[src/rtl/cronometro_pkg.sv]
`default_nettype none
// ============================================================================
// Module      : cronometro_pkg
// Description : Shared types and constants for the stopwatch display block:
//               converter FSM state encoding, digit index and BCD types,
//               special segment codes and the double-dabble step function.
// Revision    : 1.0 - initial release
// ============================================================================
package cronometro_pkg;

    typedef enum logic [1:0] {
        ST_IDLE   = 2'd0,
        ST_SHIFT  = 2'd1,
        ST_COMMIT = 2'd2
    } conv_state_e;

    typedef logic [1:0] digit_idx_t;
    typedef logic [3:0] bcd_t;

    // Active-low {g,f,e,d,c,b,a}
    localparam logic [6:0] SEG_DASH  = 7'b0111111;
    localparam logic [6:0] SEG_BLANK = 7'b1111111;

    // Non-decimal code stored in the digit register to request a dash
    localparam bcd_t BCD_DASH = 4'hA;

    localparam int         SHIFT_STEPS = 7;
    localparam logic [6:0] CENT_MAX    = 7'd99;
    localparam logic [5:0] SEC_MAX     = 6'd59;

    // One double-dabble iteration on {tens, units, binary[6:0]}.
    // Any hundreds carry is dropped; values that would need it are dashed.
    function automatic logic [14:0] dd_step(input logic [14:0] w);
        logic [3:0]  tens;
        logic [3:0]  units;
        logic [14:0] adj;
        tens  = w[14:11];
        units = w[10:7];
        if (units >= 4'd5) units = units + 4'd3;
        if (tens  >= 4'd5) tens  = tens  + 4'd3;
        adj = {tens, units, w[6:0]};
        return adj << 1;
    endfunction

endpackage
`default_nettype wire

[src/rtl/bcd_to_7seg.sv]
`default_nettype none
// ============================================================================
// Module      : bcd_to_7seg
// Description : Combinational BCD to active-low 7-segment decoder.
//               0-9 decode to digits, BCD_DASH to a dash, anything else blank.
// Ports       : bcd_i   - 4-bit BCD digit (or BCD_DASH)
//               seg_n_o - segments {g,f,e,d,c,b,a}, active-low
// Revision    : 1.0 - initial release
// ============================================================================
module bcd_to_7seg
    import cronometro_pkg::*;
(
    input  logic [3:0] bcd_i,
    output logic [6:0] seg_n_o
);

    always_comb begin
        seg_n_o = SEG_BLANK;
        case (bcd_i)
            4'd0:     seg_n_o = 7'b1000000;
            4'd1:     seg_n_o = 7'b1111001;
            4'd2:     seg_n_o = 7'b0100100;
            4'd3:     seg_n_o = 7'b0110000;
            4'd4:     seg_n_o = 7'b0011001;
            4'd5:     seg_n_o = 7'b0010010;
            4'd6:     seg_n_o = 7'b0000010;
            4'd7:     seg_n_o = 7'b1111000;
            4'd8:     seg_n_o = 7'b0000000;
            4'd9:     seg_n_o = 7'b0010000;
            BCD_DASH: seg_n_o = SEG_DASH;
            default:  seg_n_o = SEG_BLANK;
        endcase
    end

endmodule
`default_nettype wire

[src/rtl/cronometro_display.sv]
`default_nettype none
// ============================================================================
// Module      : cronometro_display
// Description : Converts the stopwatch hundredths/seconds counts to BCD with a
//               fixed 9-cycle IDLE/SHIFT/COMMIT double-dabble converter and
//               multiplexes the four digits onto a common-anode display.
// Ports       : clk      - clock, rising edge
//               reset    - synchronous active-high reset
//               cent_seg - binary hundredths (0-99 nominal)
//               seg      - binary seconds (0-59 nominal)
//               seg_n    - registered segments {g,f,e,d,c,b,a}, active-low
//               an_n     - registered digit enables, active-low one-hot
//               dp_n     - registered decimal point, active-low
//               upd      - one-cycle pulse as new digits become visible
// Revision    : 1.0 - initial release
// ============================================================================
module cronometro_display
    import cronometro_pkg::*;
#(
    parameter int SCAN_DIV = 1000,
    parameter bit LZ_BLANK = 1'b0
) (
    input  logic       clk,
    input  logic       reset,
    input  logic [6:0] cent_seg,
    input  logic [5:0] seg,
    output logic [6:0] seg_n,
    output logic [3:0] an_n,
    output logic       dp_n,
    output logic       upd
);

    localparam int             CNT_W    = $clog2(SCAN_DIV);
    localparam logic [CNT_W-1:0] CNT_LAST = CNT_W'(SCAN_DIV - 1);

    // ------------------------------------------------------------------
    // Converter
    // ------------------------------------------------------------------
    conv_state_e state_q, state_d;
    logic [2:0]  sh_cnt_q, sh_cnt_d;
    logic [14:0] cent_w_q, cent_w_d;
    logic [14:0] sec_w_q, sec_w_d;
    logic        cent_ovf_q, cent_ovf_d;
    logic        sec_ovf_q, sec_ovf_d;
    bcd_t        digit_q [4];
    bcd_t        digit_d [4];
    logic        upd_q, upd_d;

    always_comb begin
        state_d    = state_q;
        sh_cnt_d   = sh_cnt_q;
        cent_w_d   = cent_w_q;
        sec_w_d    = sec_w_q;
        cent_ovf_d = cent_ovf_q;
        sec_ovf_d  = sec_ovf_q;
        digit_d    = digit_q;
        upd_d      = 1'b0;

        case (state_q)
            ST_IDLE: begin
                // Overflow is judged on the latched binary value, so the
                // dash decision is independent of the BCD arithmetic.
                cent_w_d   = {8'd0, cent_seg};
                sec_w_d    = {9'd0, seg};
                cent_ovf_d = (cent_seg > CENT_MAX);
                sec_ovf_d  = (seg > SEC_MAX);
                sh_cnt_d   = 3'd0;
                state_d    = ST_SHIFT;
            end
            ST_SHIFT: begin
                cent_w_d = dd_step(cent_w_q);
                sec_w_d  = dd_step(sec_w_q);
                sh_cnt_d = sh_cnt_q + 3'd1;
                if (sh_cnt_q == 3'(SHIFT_STEPS - 1)) begin
                    state_d = ST_COMMIT;
                end
            end
            ST_COMMIT: begin
                digit_d[0] = cent_ovf_q ? BCD_DASH : cent_w_q[10:7];
                digit_d[1] = cent_ovf_q ? BCD_DASH : cent_w_q[14:11];
                digit_d[2] = sec_ovf_q  ? BCD_DASH : sec_w_q[10:7];
                digit_d[3] = sec_ovf_q  ? BCD_DASH : sec_w_q[14:11];
                // Registered alongside the digits so the pulse coincides
                // with the first cycle the new digits are held.
                upd_d      = 1'b1;
                state_d    = ST_IDLE;
            end
            default: begin
                state_d = ST_IDLE;
            end
        endcase
    end

    always_ff @(posedge clk) begin
        if (reset) begin
            state_q    <= ST_IDLE;
            sh_cnt_q   <= 3'd0;
            cent_w_q   <= 15'd0;
            sec_w_q    <= 15'd0;
            cent_ovf_q <= 1'b0;
            sec_ovf_q  <= 1'b0;
            digit_q    <= '{default: 4'd0};
            upd_q      <= 1'b0;
        end else begin
            state_q    <= state_d;
            sh_cnt_q   <= sh_cnt_d;
            cent_w_q   <= cent_w_d;
            sec_w_q    <= sec_w_d;
            cent_ovf_q <= cent_ovf_d;
            sec_ovf_q  <= sec_ovf_d;
            digit_q    <= digit_d;
            upd_q      <= upd_d;
        end
    end

    // ------------------------------------------------------------------
    // Scan prescaler and digit index
    // ------------------------------------------------------------------
    logic [CNT_W-1:0] cnt_q, cnt_d;
    digit_idx_t       idx_q, idx_d;

    always_comb begin
        cnt_d = cnt_q + CNT_W'(1);
        idx_d = idx_q;
        if (cnt_q == CNT_LAST) begin
            cnt_d = '0;
            idx_d = idx_q + 2'd1;
        end
    end

    always_ff @(posedge clk) begin
        if (reset) begin
            cnt_q <= '0;
            idx_q <= 2'd0;
        end else begin
            cnt_q <= cnt_d;
            idx_q <= idx_d;
        end
    end

    // ------------------------------------------------------------------
    // Output register
    // ------------------------------------------------------------------
    logic [6:0] dec_seg_n;
    logic [6:0] seg_n_d;
    logic [6:0] seg_n_q;
    logic [3:0] an_n_q;
    logic       dp_n_q;

    bcd_to_7seg u_dec (
        .bcd_i   (digit_q[idx_q]),
        .seg_n_o (dec_seg_n)
    );

    always_comb begin
        seg_n_d = dec_seg_n;
        if (LZ_BLANK && (idx_q == 2'd3) && (digit_q[3] == 4'd0)) begin
            seg_n_d = SEG_BLANK;
        end
    end

    always_ff @(posedge clk) begin
        if (reset) begin
            an_n_q  <= 4'b1111;
            seg_n_q <= SEG_BLANK;
            dp_n_q  <= 1'b1;
        end else begin
            an_n_q  <= ~(4'b0001 << idx_q);
            seg_n_q <= seg_n_d;
            dp_n_q  <= (idx_q != 2'd2);
        end
    end

    assign seg_n = seg_n_q;
    assign an_n  = an_n_q;
    assign dp_n  = dp_n_q;
    assign upd   = upd_q;

endmodule
`default_nettype wire

[config.mk]
export PLATFORM = sky130hd
export DESIGN_NAME = cronometro_display
export DESIGN_NICKNAME = d
export VERILOG_FILES = /design/src/rtl/cronometro_pkg.sv /design/src/rtl/bcd_to_7seg.sv /design/src/rtl/cronometro_display.sv
export SDC_FILE = /design/constraint.sdc
export NUM_CORES = 1
export LEC_CHECK = 0
export CORE_MARGIN = 2
export CORE_UTILIZATION = 45
export DETAILED_ROUTE_END_ITERATION = 8
export RECOVER_POWER = 50
export SYNTH_ARGS = -nofsm -noshare
export SYNTH_HDL_FRONTEND = slang
export SYNTH_SLANG_ARGS = --single-unit
export TNS_END_PERCENT = 50
[constraint.sdc]
create_clock -name clk -period 3.1 [get_ports clk]
set_input_delay 0.93 -clock clk [delete_from_list [all_inputs] [get_ports clk]]
set_output_delay 0.93 -clock clk [all_outputs]
set_load 0.005 [all_outputs]
# Word level (Yosys, flattened, before mapping)
# Memory sizes are Yosys's and may differ from the RTL's. A register that Yosys moved wholly into a read port is not among the register bits.
# Cells that the tools add are included.
dict set report op_classes {
  bitwise 2
  eq_ne 6
  muxes 17
  shift 1
  reduce_logical 3
  n_lt_le_gt_ge 7
  add_sub_neg 7
}
# op n
set op_table {}
lappend op_table {{$pmux W15 S2} 2}
lappend op_table {{$mux W4} 8}
lappend op_table {{$ge A4 B3 Y1 const B} 4}
lappend op_table {{$add A10 B1 Y10 const B} 1}
lappend op_table {{$eq A10 B10 Y1 const B} 1}
lappend op_table {{$add A4 B2 Y4 const B} 2}
lappend op_table {{$bmux W4 S2} 1}
lappend op_table {{$gt A7 B7 Y1 const B} 1}
lappend op_table {{$add A3 B2 Y3 const B} 2}
lappend op_table {{$gt A6 B6 Y1 const B} 1}
lappend op_table {{$mux W3} 2}
lappend op_table {{$pmux W3 S2} 1}
lappend op_table {{$ne A2 B2 Y1 const B} 2}
lappend op_table {{$not A4 Y4} 1}
lappend op_table {{$pmux W2 S2} 1}
lappend op_table {{$shl A1 B2 Y4 const A} 1}
lappend op_table {{$add A3 B1 Y3 const B} 1}
lappend op_table {{$eq A3 B3 Y1 const B} 1}
lappend op_table {{$ge A3 B3 Y1 const B} 1}
lappend op_table {{$not A2 Y3} 1}
lappend op_table {{$add A2 B1 Y2 const B} 1}
lappend op_table {{$eq A2 B1 Y1 const B} 1}
lappend op_table {{$eq A2 B2 Y1 const B} 1}
lappend op_table {{$logic_not A2 Y1} 1}
lappend op_table {{4 further kinds} 4}
dict set report totals {
  regBits 71
  word_cells 59
  out_inout_bits 13
  mem_count 1
  input_bits 15
  rom_bits 112
}
# name words width rd rd_ports_with_merged_regs write_ports line_no
set mem_list {}
lappend mem_list {{(no name shown)} 16 7 1 1 0 bcd_to_7seg.sv:19} ;# case (bcd_i)

# Logic depth before layout (Yosys ltp)
dict set report logic_depth {
  ltp_word 4
  depth_mapped 9
}

# Cells and area by module
# From an unflattened synthesis, not the netlist that was laid out.
dict set report hier_totals {
  cells_unflattened 382
  area_unflattened_um2 3500.9
}
# module seq_area_each_um2 area_per_inst_um2 instances cells_each
set modules_own_cells {}
lappend modules_own_cells {cronometro_display 1541.5 3276.9 1 349}
lappend modules_own_cells {bcd_to_7seg 0.0 224.0 1 33}

# Worst setup path before layout
# OpenSTA, ideal clock, no wires.
dict set report synth_timing {
  kind {reg-to-reg}
  startpoint {register idx_q[1]}
  endpoint {register seg_n_q[4], in the netlist seg_n[4]}
  t_required_ps 2971
  arrival_time_ps 1639
  path_slack_ps 1333
  stages_incl_launch_ff 10
  cell_sequence {dfxtp_1 -> buf_6 -> mux4_1 -> inv_1 -> ha_1 -> inv_1 -> a21oi_1 -> o21ai_1 -> nand2_1 -> nand2_1}
}
dict set report synth_via {
  elab_chain_len 4
}
# item line_no
set synth_lines {}
lappend synth_lines {{start: declaration} cronometro_display.sv:120} ;# digit_idx_t idx_q, idx_d;
lappend synth_lines {{start signal: assignment} cronometro_display.sv:137} ;# idx_q <= idx_d;
lappend synth_lines {{$not A2 Y3 (implied by the code)} cronometro_display.sv:151} ;# .bcd_i (digit_q[idx_q]),
lappend synth_lines {{$bmux W4 S2} cronometro_display.sv:151}
lappend synth_lines {{$mux W4 (implied by the code) (2 in series)} cronometro_display.sv:151}
lappend synth_lines {{end: declaration} cronometro_display.sv:146} ;# logic [6:0] seg_n_q;
# Every way passes these cells. The select of a mux whose other input is x is not followed.
# A chain may end at the register's enable or synchronous reset.

# Worst setup path after layout
dict set report layout_timing {
  startpoint {input reset}
  endpoint {register cnt_q[5]}
}
dict set report layout_via {
  elab_chain_len 1
}
# item line_no
set layout_lines {}
lappend layout_lines {{start: declaration} cronometro_display.sv:24} ;# input logic reset,
lappend layout_lines {{$reduce_or A2 Y1 (no line)} -}
lappend layout_lines {{end signal: assignment} cronometro_display.sv:136} ;# cnt_q <= cnt_d;
lappend layout_lines {{end: declaration} cronometro_display.sv:119} ;# logic [CNT_W-1:0] cnt_q, cnt_d;
# Every way passes these cells.

==> qor.yml <==
drive_gt1_frac: 0.07407
combPwrFrac: 0.055
grt_util_met2: 0.2821
route.detailed.drc: 0
switching_share: 0.2363
top_usage_layer: "met2"
cts-resized-gates: 0
tightest_slew_ns: 0.7812
drtAntennaViolNets: 0
dp_hpwl_um: 4532
grt_max_degree: 45
synth_most_common_cell: "dfxtp_1"
maxSlewViolCount: 0
grt_setup_unrepaired: "false"
p_sw_w: 0.0004232
status: "finished, final reports clean"
avgRoutedWirePerCell_um: 12.70
synth-edff-count: 0
placementRows: 31
crit_type: "in -> reg"
clock_sinks: 77
drt_iter0_markers: 84
finalHoldViolations: 0
port_buffers: 27
grt_overflow: 0
skew_ns: 0.008649
syn_area_sq_mm: 0.003426
register_area_sq_mm: 0.001541
cts_hold_buf: 0
async_reset_ff_frac: 0
hold_ws_ns: 0.4507
power_leakage_nw: 1.501
cts_buffers: 9
n_fill_cell: 688
cp-end-kind: "flop"
layout.cells.non_filler: 504
post_cts_buffers: 0
ys_types: 44
gp_congestion: 0.8121
cts_root_buf: "clkbuf_8"
met3_usage: 0.05228
n_antenna_cell: 0
cts_max_level: 3
ys_ff_latch: 77
cts_buffer_depth: 2
dieArea_sq_mm: 0.008327
die_h_um: 91.25
avgSynthCellArea_sq_um: 9.063
drv_cap: 0
syn_inst: 378
power-per-cell-area_mw_per_mm2: 456.5
fin_util: 0.5352
p_seq_frac: 0.571
synth-main-ff-cell: "dfxtp_1"
min_path_type: "reg -> reg"
place_ws_ns: 0.5749
synth_area_leader_cell: "dfxtp_1"
fmax_mhz: 448.1
multi_input_area_sq_mm: 0.001729
antenna_found_initial: 0
die_w_um: 91.25
p_clk_frac: 0.374
worstPathArrival_ns: 2.52
tns_ns: 0
grt.met1_usage: 0.2028
grt_pass1_wl_um: 11250
area_growth_pct: 14.54
vias: 2584
yosysSeqAreaShare: 0.4500
ioPinCount: 28
grt_pass1_vias: 2513
cts_tree: "done"
insertion_delay_ns: 0.35
internal_power_w: 0.001368
cp_max_fo: 11
max-slew-margin-rel: 0.4781
synthTopCellsByCount: "dfxtp_1, nor2_1, a21oi_1, nand2_1, ha_1"
initial_core_util: 0.4673
synth_top_area_frac: 0.4500
wl_um: 6399
timing.final.ws_setup_ns: 0.8684
min_period_over_period: 0.7199
ir_drop_uv: 293.8
syn_nets: 413
grtUsageTotal: 0.1692
drtPass1Iterations: 4
vias_per_cell: 5.127
clk_pin_slew_worst_paths_ns: 0.08
cp.required_ns: 3.39
finalSetupViolCount: 0
place_inst: 488
startpoint_type: "input port"
yosys_warnings: 0
period_needed_ns: 2.232
synth.top_cells.by_area: "dfxtp_1, ha_1, nor2_1"
nets: 435
fp.coreArea_sq_mm: 0.007331
[sequential cells by signal, summed over array words and instances (netlist names)]
register	cells
digit_q	16
cent_w_q	15
state_q	2
sec_ovf_q	1
idx_q	2
cent_ovf_q	1
sec_w_q	15
upd	1
seg_n	7
sh_cnt_q	3
an_n	4
cnt_q	10
[cell usage in the layout (no fill, tap or decap), types with 7 or more instances in the layout]
cell,netlist,final
mux2i_1,12,12
nand2_1,30,30
dfxtp_1,77,77
nand2b_1,7,7
nor2_1,58,58
clkdlybuf4s50_1,0,22
xnor2_1,7,7
nor3_1,17,17
a21oi_1,32,32
inv_1,14,14
ha_1,20,20
xor2_1,7,7
clkbuf_8,0,10
o21ai_0,12,12
[cell type report]
cell class,count,area share
Clock buffer,10,0.03508
Sequential cell,77,0.3929
Multi-Input combinational cell,266,0.4407
Tap cell,99,0.03157
Timing Repair Buffer,31,0.07557
Clock inverter,6,0.009885
Inverter,15,0.01435
[cells by family (layout without fill, tap and decap cells)]
kind of cell,after synthesis,count (layout),share of synthesized area
AO/OA/AOI/OAI,73,73,0.1322
XOR/XNOR,14,14,0.03579
adder cells (fa/ha/maj),20,20,0.07305
buffers and inverters,35,62,0.04529
flip-flops,77,77,0.4500
multiplexers,19,19,0.07232
AND/OR/NAND/NOR,140,140,0.1914
[per-layer routing]
layer	up-vias	part of all wire	routed length, um
met3	10	0.030	191
li1	1350	-	-
met5	-	0	0
met2	34	0.47	3025
met1	1190	0.48	3074
met4	0	0.017	106
[path summary, 6_finish.rpt]
kind,start,end,slack [ns],cells past startpoint
setup / recovery,reset,cnt_q[5],0.87,5
hold / removal,digit_q[10],digit_q[10],0.45,2
setup reg to reg,idx_q[1],seg_n[4],1.11,8
hold reg to reg,digit_q[10],digit_q[10],0.45,2
[power groups by stage]
stage	clock network, W	registers [W]	logic (W)
after detailed placement	0	0.00105	0.000101
after global placement	0	0.00105	0.000101
after floorplan	0	0.00104	0.0000584
after global routing	0.000743	0.00103	0.000111
final	0.000670	0.00102	0.0000978
after CTS	0.000699	0.00102	0.000102
[critical path, cell delays in order]
cell and delay, ns:
dlygate4sd3_1 0.63, inv_1 0.13, clkbuf_1 0.42, nand2_1 0.26, nor2_1 0.15
[per-stage QoR]
step                total power [W]  instance area [sq um]
finish                     0.001791                   3924
global route               0.001880                   3924
CTS                        0.001823                   3928
detailed placement         0.001147                   3751
global placement           0.001146                   3751
floorplan                  0.001101                   3426
Power figures use the tool's default switching activity.
==> variant 1, RTL diff (same flow settings) <==
Set the parameter `LZ_BLANK` to 1'b1 (it was 1'b0).
--- a/src/rtl/cronometro_display.sv
+++ b/src/rtl/cronometro_display.sv
@@ -18,7 +18,7 @@
     import cronometro_pkg::*;
 #(
     parameter int SCAN_DIV = 1000,
-    parameter bit LZ_BLANK = 1'b0
+    parameter bit LZ_BLANK = 1'b1
 ) (
     input  logic       clk,
     input  logic       reset,
Function: same outputs for any inputs over 10 cycles, from zero or initial values and one cycle with reset high; that may be too few to reach the edited logic, so the function may still have changed.
==> variant 1 against the original RTL <==
The flow now finishes with violations (max-capacitance violations, max-slew violations). Worst setup slack got worse by 0.020 ns. First-iteration DRC count increased by 92%. Area after synthesis increased by 3.5%. Sequential cell count unchanged. Count of clock-buffer cells in the layout decreased by 1. Routed wire length increased by 2.3%. Non-clock buffer count increased by 1. Total power increased by 1.7%. Design area increased by 3.1%.
==> variant 1: results (changes against the original RTL) <==
stage,metric,value,unit,change
outcome,outcome,"finished, violations left",,
outcome,violated checks,"max-capacitance violations, max-slew violations",,
grt,GRT Util Overall,16.7,%,-0.26 points
grt,initial antenna violation count,0,,unchanged
yosys,"top cells by count, synth","dfxtp_1 (77), nor2_1 (72), a21oi_1 (45)",,
power,leakage power,1.53,nW,+2.0%
yosys,register area share after synthesis,43.5,%,-1.5 points
yosys,synthesized instance count,416,,+10%
routing,via/cell ratio,5.09,,-0.64%
routing,DR iter-0 viols,161,,+92%
yosys,Yosys cell types,41,,-6.8%
final_layout,number of fill cells,739,,+7.4%
place,I/O Buffers,27,,unchanged
sta,setup skew after layout,0.0109,ns,+0.00222 ns
place,DPL Wire Length,4.52,mm,-0.18%
final_layout,nets@finish,470,,+8.0%
place,cell total after placement,526,,+7.8%
place,dpl cell area,3860,um2,+3.0%
run,MaxCap Viol Count,1,,+1
yosys,Synth area leaders,"dfxtp_1 (43%), nor2_1 (7.6%), ha_1 (7.1%)",,
sta,Max-slew headroom,-1.36,%,-49 points
clock_tree,post-CTS sizing,0,,unchanged
grt,first-pass GRT wire length,11.6,mm,+3.1%
grt,largest net degree at the start of global routing,36,,-20%
worst_setup_path,r2r worst-path depth,6,,-2
worst_setup_path,CP max FO,33,,+22
sta,Max Slew Vio Count,33,,+33
grt,number of global-route vias before repair,2606,,+3.7%
worst_setup_path,WP data arrival,2.53,ns,about the same
clock_tree,Worst-Skew Late Latency,0.35,ns,about the same
routing,Detailed Route WL,6.55,mm,+2.3%
final_layout,layout cells sized above 1,6.36,%,-1.0 points
[variant 1: cell count changes in the layout (fill, tap and decap cells not counted), moves of 5 or more]
cell           change
a22oi_1            +5
dlygate4sd3_1      -5
nor2_1            +14
a21oi_1           +13
[variant 1: through the flow]
stage	setup WS, ns	utilization [%]
4_1_cts	0.970	52.6
6_report	0.848	52.6
3_5_place_dp	1.05	50.3
2_1_floorplan	1.33	-
5_1_grt	0.648	52.6
3_3_place_gp	1.06	50.3
[variant 1: per-layer routing]
layer / routed length [um] / vias to the layer above / global-route usage, % / part of all wire, %
li1: - / 1446 / - / -
met3: 196 / 11 / 2.52 / 3.0
met2: 3140 / 47 / 28.6 / 48
met1: 3060 / 1257 / 20.2 / 47
met4: 150 / 0 / 8.58 / 2.3
met5: 0 / - / 0 / 0
[variant 1: logic make-up (layout without fill, tap and decap cells)]
family,after synthesis,count (layout),share of synthesized area (%)
fa+ha+maj,20,20,7.06
compound gates,77,77,11.9
mux,18,18,6.60
simple gates,169,169,22.4
xor+xnor,13,13,3.21
flops,77,77,43.5
buf+inv,42,66,5.43
[variant 1: path summary, 6_finish.rpt]
| path | start | to | slack, ns |
|---|---|---|---|
| setup / recovery | reset | seg_n[1] | 0.85 |
| hold reg to reg | digit_q[10] | digit_q[10] | 0.46 |
| setup reg to reg | idx_q[0] | seg_n[4] | 1.11 |
| hold / removal | digit_q[10] | digit_q[10] | 0.46 |
[variant 1: layout make-up]
| cell class | instances | share of cell area [%] |
|---|---|---|
| Sequential cell | 77 | 38.1 |
| Clock inverter | 7 | 1.45 |
| Timing Repair Buffer | 32 | 7.76 |
| Inverter | 18 | 1.67 |
| Tap cell | 102 | 3.15 |
| Clock buffer | 9 | 3.06 |
| Multi-Input combinational cell | 297 | 44.8 |
[variant 1: critical path, stage by stage]
cell	delay, ns
clkbuf_1	1.08
a21oi_1	0.34
o21ai_0	0.18
[variant 1: report_power, final]
group	leakage [nW]	switching, mW	internal [mW]
sequential	0.627	0.0142	1.01
clock	0.0864	0.395	0.300
combinational	0.818	0.0508	0.0531
==> variant 2, RTL diff (same settings) <==
Without the edit above. Add an input register stage for `cent_seg` and `seg`, with the module's reset; this delays them by one clock.
--- a/src/rtl/cronometro_display.sv
+++ b/src/rtl/cronometro_display.sv
@@ -33,6 +33,19 @@
     localparam int             CNT_W    = $clog2(SCAN_DIV);
     localparam logic [CNT_W-1:0] CNT_LAST = CNT_W'(SCAN_DIV - 1);
 
+    logic [6:0] cent_seg_q;
+    logic [5:0] seg_q;
+
+    always_ff @(posedge clk) begin
+        if (reset) begin
+            cent_seg_q <= '0;
+            seg_q      <= '0;
+        end else begin
+            cent_seg_q <= cent_seg;
+            seg_q      <= seg;
+        end
+    end
+
     // ------------------------------------------------------------------
     // Converter
     // ------------------------------------------------------------------
@@ -60,10 +73,10 @@
             ST_IDLE: begin
                 // Overflow is judged on the latched binary value, so the
                 // dash decision is independent of the BCD arithmetic.
-                cent_w_d   = {8'd0, cent_seg};
-                sec_w_d    = {9'd0, seg};
-                cent_ovf_d = (cent_seg > CENT_MAX);
-                sec_ovf_d  = (seg > SEC_MAX);
+                cent_w_d   = {8'd0, cent_seg_q};
+                sec_w_d    = {9'd0, seg_q};
+                cent_ovf_d = (cent_seg_q > CENT_MAX);
+                sec_ovf_d  = (seg_q > SEC_MAX);
                 sh_cnt_d   = 3'd0;
                 state_d    = ST_SHIFT;
             end
Function: same outputs for any inputs over 10 cycles, from zero or initial values and one cycle with reset high; that may be too few to reach the edited logic, so the function may still have changed.
==> variant 2 against the original RTL <==
Non-clock buffer count rose by 1. Area after synthesis rose by 13%. Critical path depth down 2. Total power rose by 14%. Sequential cell count up 13. Routed wire length grew 8.2%. Via count is 13% higher. Design area grew 12%. Clock power up 12%. Cell count is 12% higher. Die area grew 12%. Worst setup slack lost 0.065 ns. Clock skew about the same. Largest power group unchanged. Highest routed layer unchanged.
==> variant 2: results (changes against the original RTL) <==
stage,metric,value,unit,change
routing,Met2 Routed Length,3.28,mm,+8.5%
routing,via/cell ratio,5.15,,+0.35%
grt,largest net degree at the start of global routing,42,,-6.7%
worst_setup_path,WP data arrival,2.57,ns,+0.05 ns
power,Internal Power,1.57,mW,+15%
power,sequential power,1.20,mW,+18%
place,I/O Buffers,27,,unchanged
worst_setup_path,CP max FO,26,,+15
grt,GR Util met1,19.8,%,-0.46 points
routing,met3 wire length,240,um,+26%
sta,Achievable Freq,0.435,GHz,-2.8%
grt,first-pass GRT wire length,12.2,mm,+8.6%
yosys,register area share after synthesis,46.5,%,+1.5 points
worst_setup_path,"Largest stage delay, worst path",0.80,ns,+0.17 ns
yosys,Compound-Gate Fraction of Synth Area,12.1,%,-1.1 points
place,cell total after placement,549,,+13%
sta,setup skew after layout,0.00817,ns,-0.000484 ns
yosys,Synth area leaders,"dfxtp_1 (47%), nor2_1 (8.0%), ha_1 (6.5%)",,
power,P per Cell Area,467,nW/um2,+2.3%
final_layout,nets@finish,490,,+13%
yosys,Post-Synth XOR/XNOR Area,2.71,%,-0.87 points
sta,Fin Hold WS,0.457,ns,+0.00632 ns
sta,Max-slew headroom,25.7,%,-22 points
yosys,post-synthesis mux area share,6.49,%,-0.74 points
routing,wire length on met1,3.29,mm,+7.2%
power,leakage power,1.68,nW,+12%
power,combinational share of power,4.9,%,-0.6 points
final_layout,number of fill cells,795,,+16%
yosys,Post-Synth Adder-Cell Area,6.46,%,-0.84 points
outcome,outcome,"finished, final reports clean",,
routing,DR iter-0 viols,86,,+2.4%
grt,GRT Util Overall,15.7,%,-1.3 points
power,Max VDD drop,0.222,mV,-25%
routing,Avg WL per Cell,12.3,um,-3.5%
yosys,synthesized net count,471,,+14%
grt,number of global-route vias before repair,2768,,+10%
final_layout,layout cells sized above 1,7.17,%,-0.23 points
yosys,synthesized instance count,436,,+15%
worst_setup_path,Critical-path top delay cell,clkbuf_1,,
place,routability cong.,0.771,,-5.1%
place,dpl cell area,4200,um2,+12%
worst_setup_path,r2r worst-path depth,5,,-3
grt,met3 GRT Util,3.68,%,-1.5 points
final_layout,biggest regs,"digit_q: 16 flops, cent_w_q: 15 flops, sec_w_q: 15 flops",,
final_layout,Post-Layout Cell Count,565,,+12%
yosys,Yosys cell types,42,,-4.5%
[variant 2: cell count changes in the layout (fill, tap and decap cells not counted), moves of 5 or more]
cell,change
nor2_1,+25
a22oi_1,+16
dfxtp_1,+13
nor2b_1,+11
dlygate4sd3_1,-5
o22ai_1,-5
[variant 2: area by class of cell]
| type | instances | area (um2) | area share (%) |
|---|---|---|---|
| tap | 105 | 131 | 3.00 |
| clock inverter | 5 | 38.8 | 0.885 |
| inverter | 18 | 72.6 | 1.66 |
| sequential | 90 | 1800 | 41.1 |
| timing repair buffer | 32 | 299 | 6.82 |
| clock buffer | 11 | 151 | 3.45 |
| multi-input combinational | 304 | 1890 | 43.1 |
[variant 2: path summary, 6_finish.rpt]
kind | startpoint | endpoint
setup / recovery | reset | seg_n[3]
hold / removal | digit_q[4] | digit_q[4]
setup reg to reg | idx_q[0] | seg_n[1]
hold reg to reg | digit_q[4] | digit_q[4]
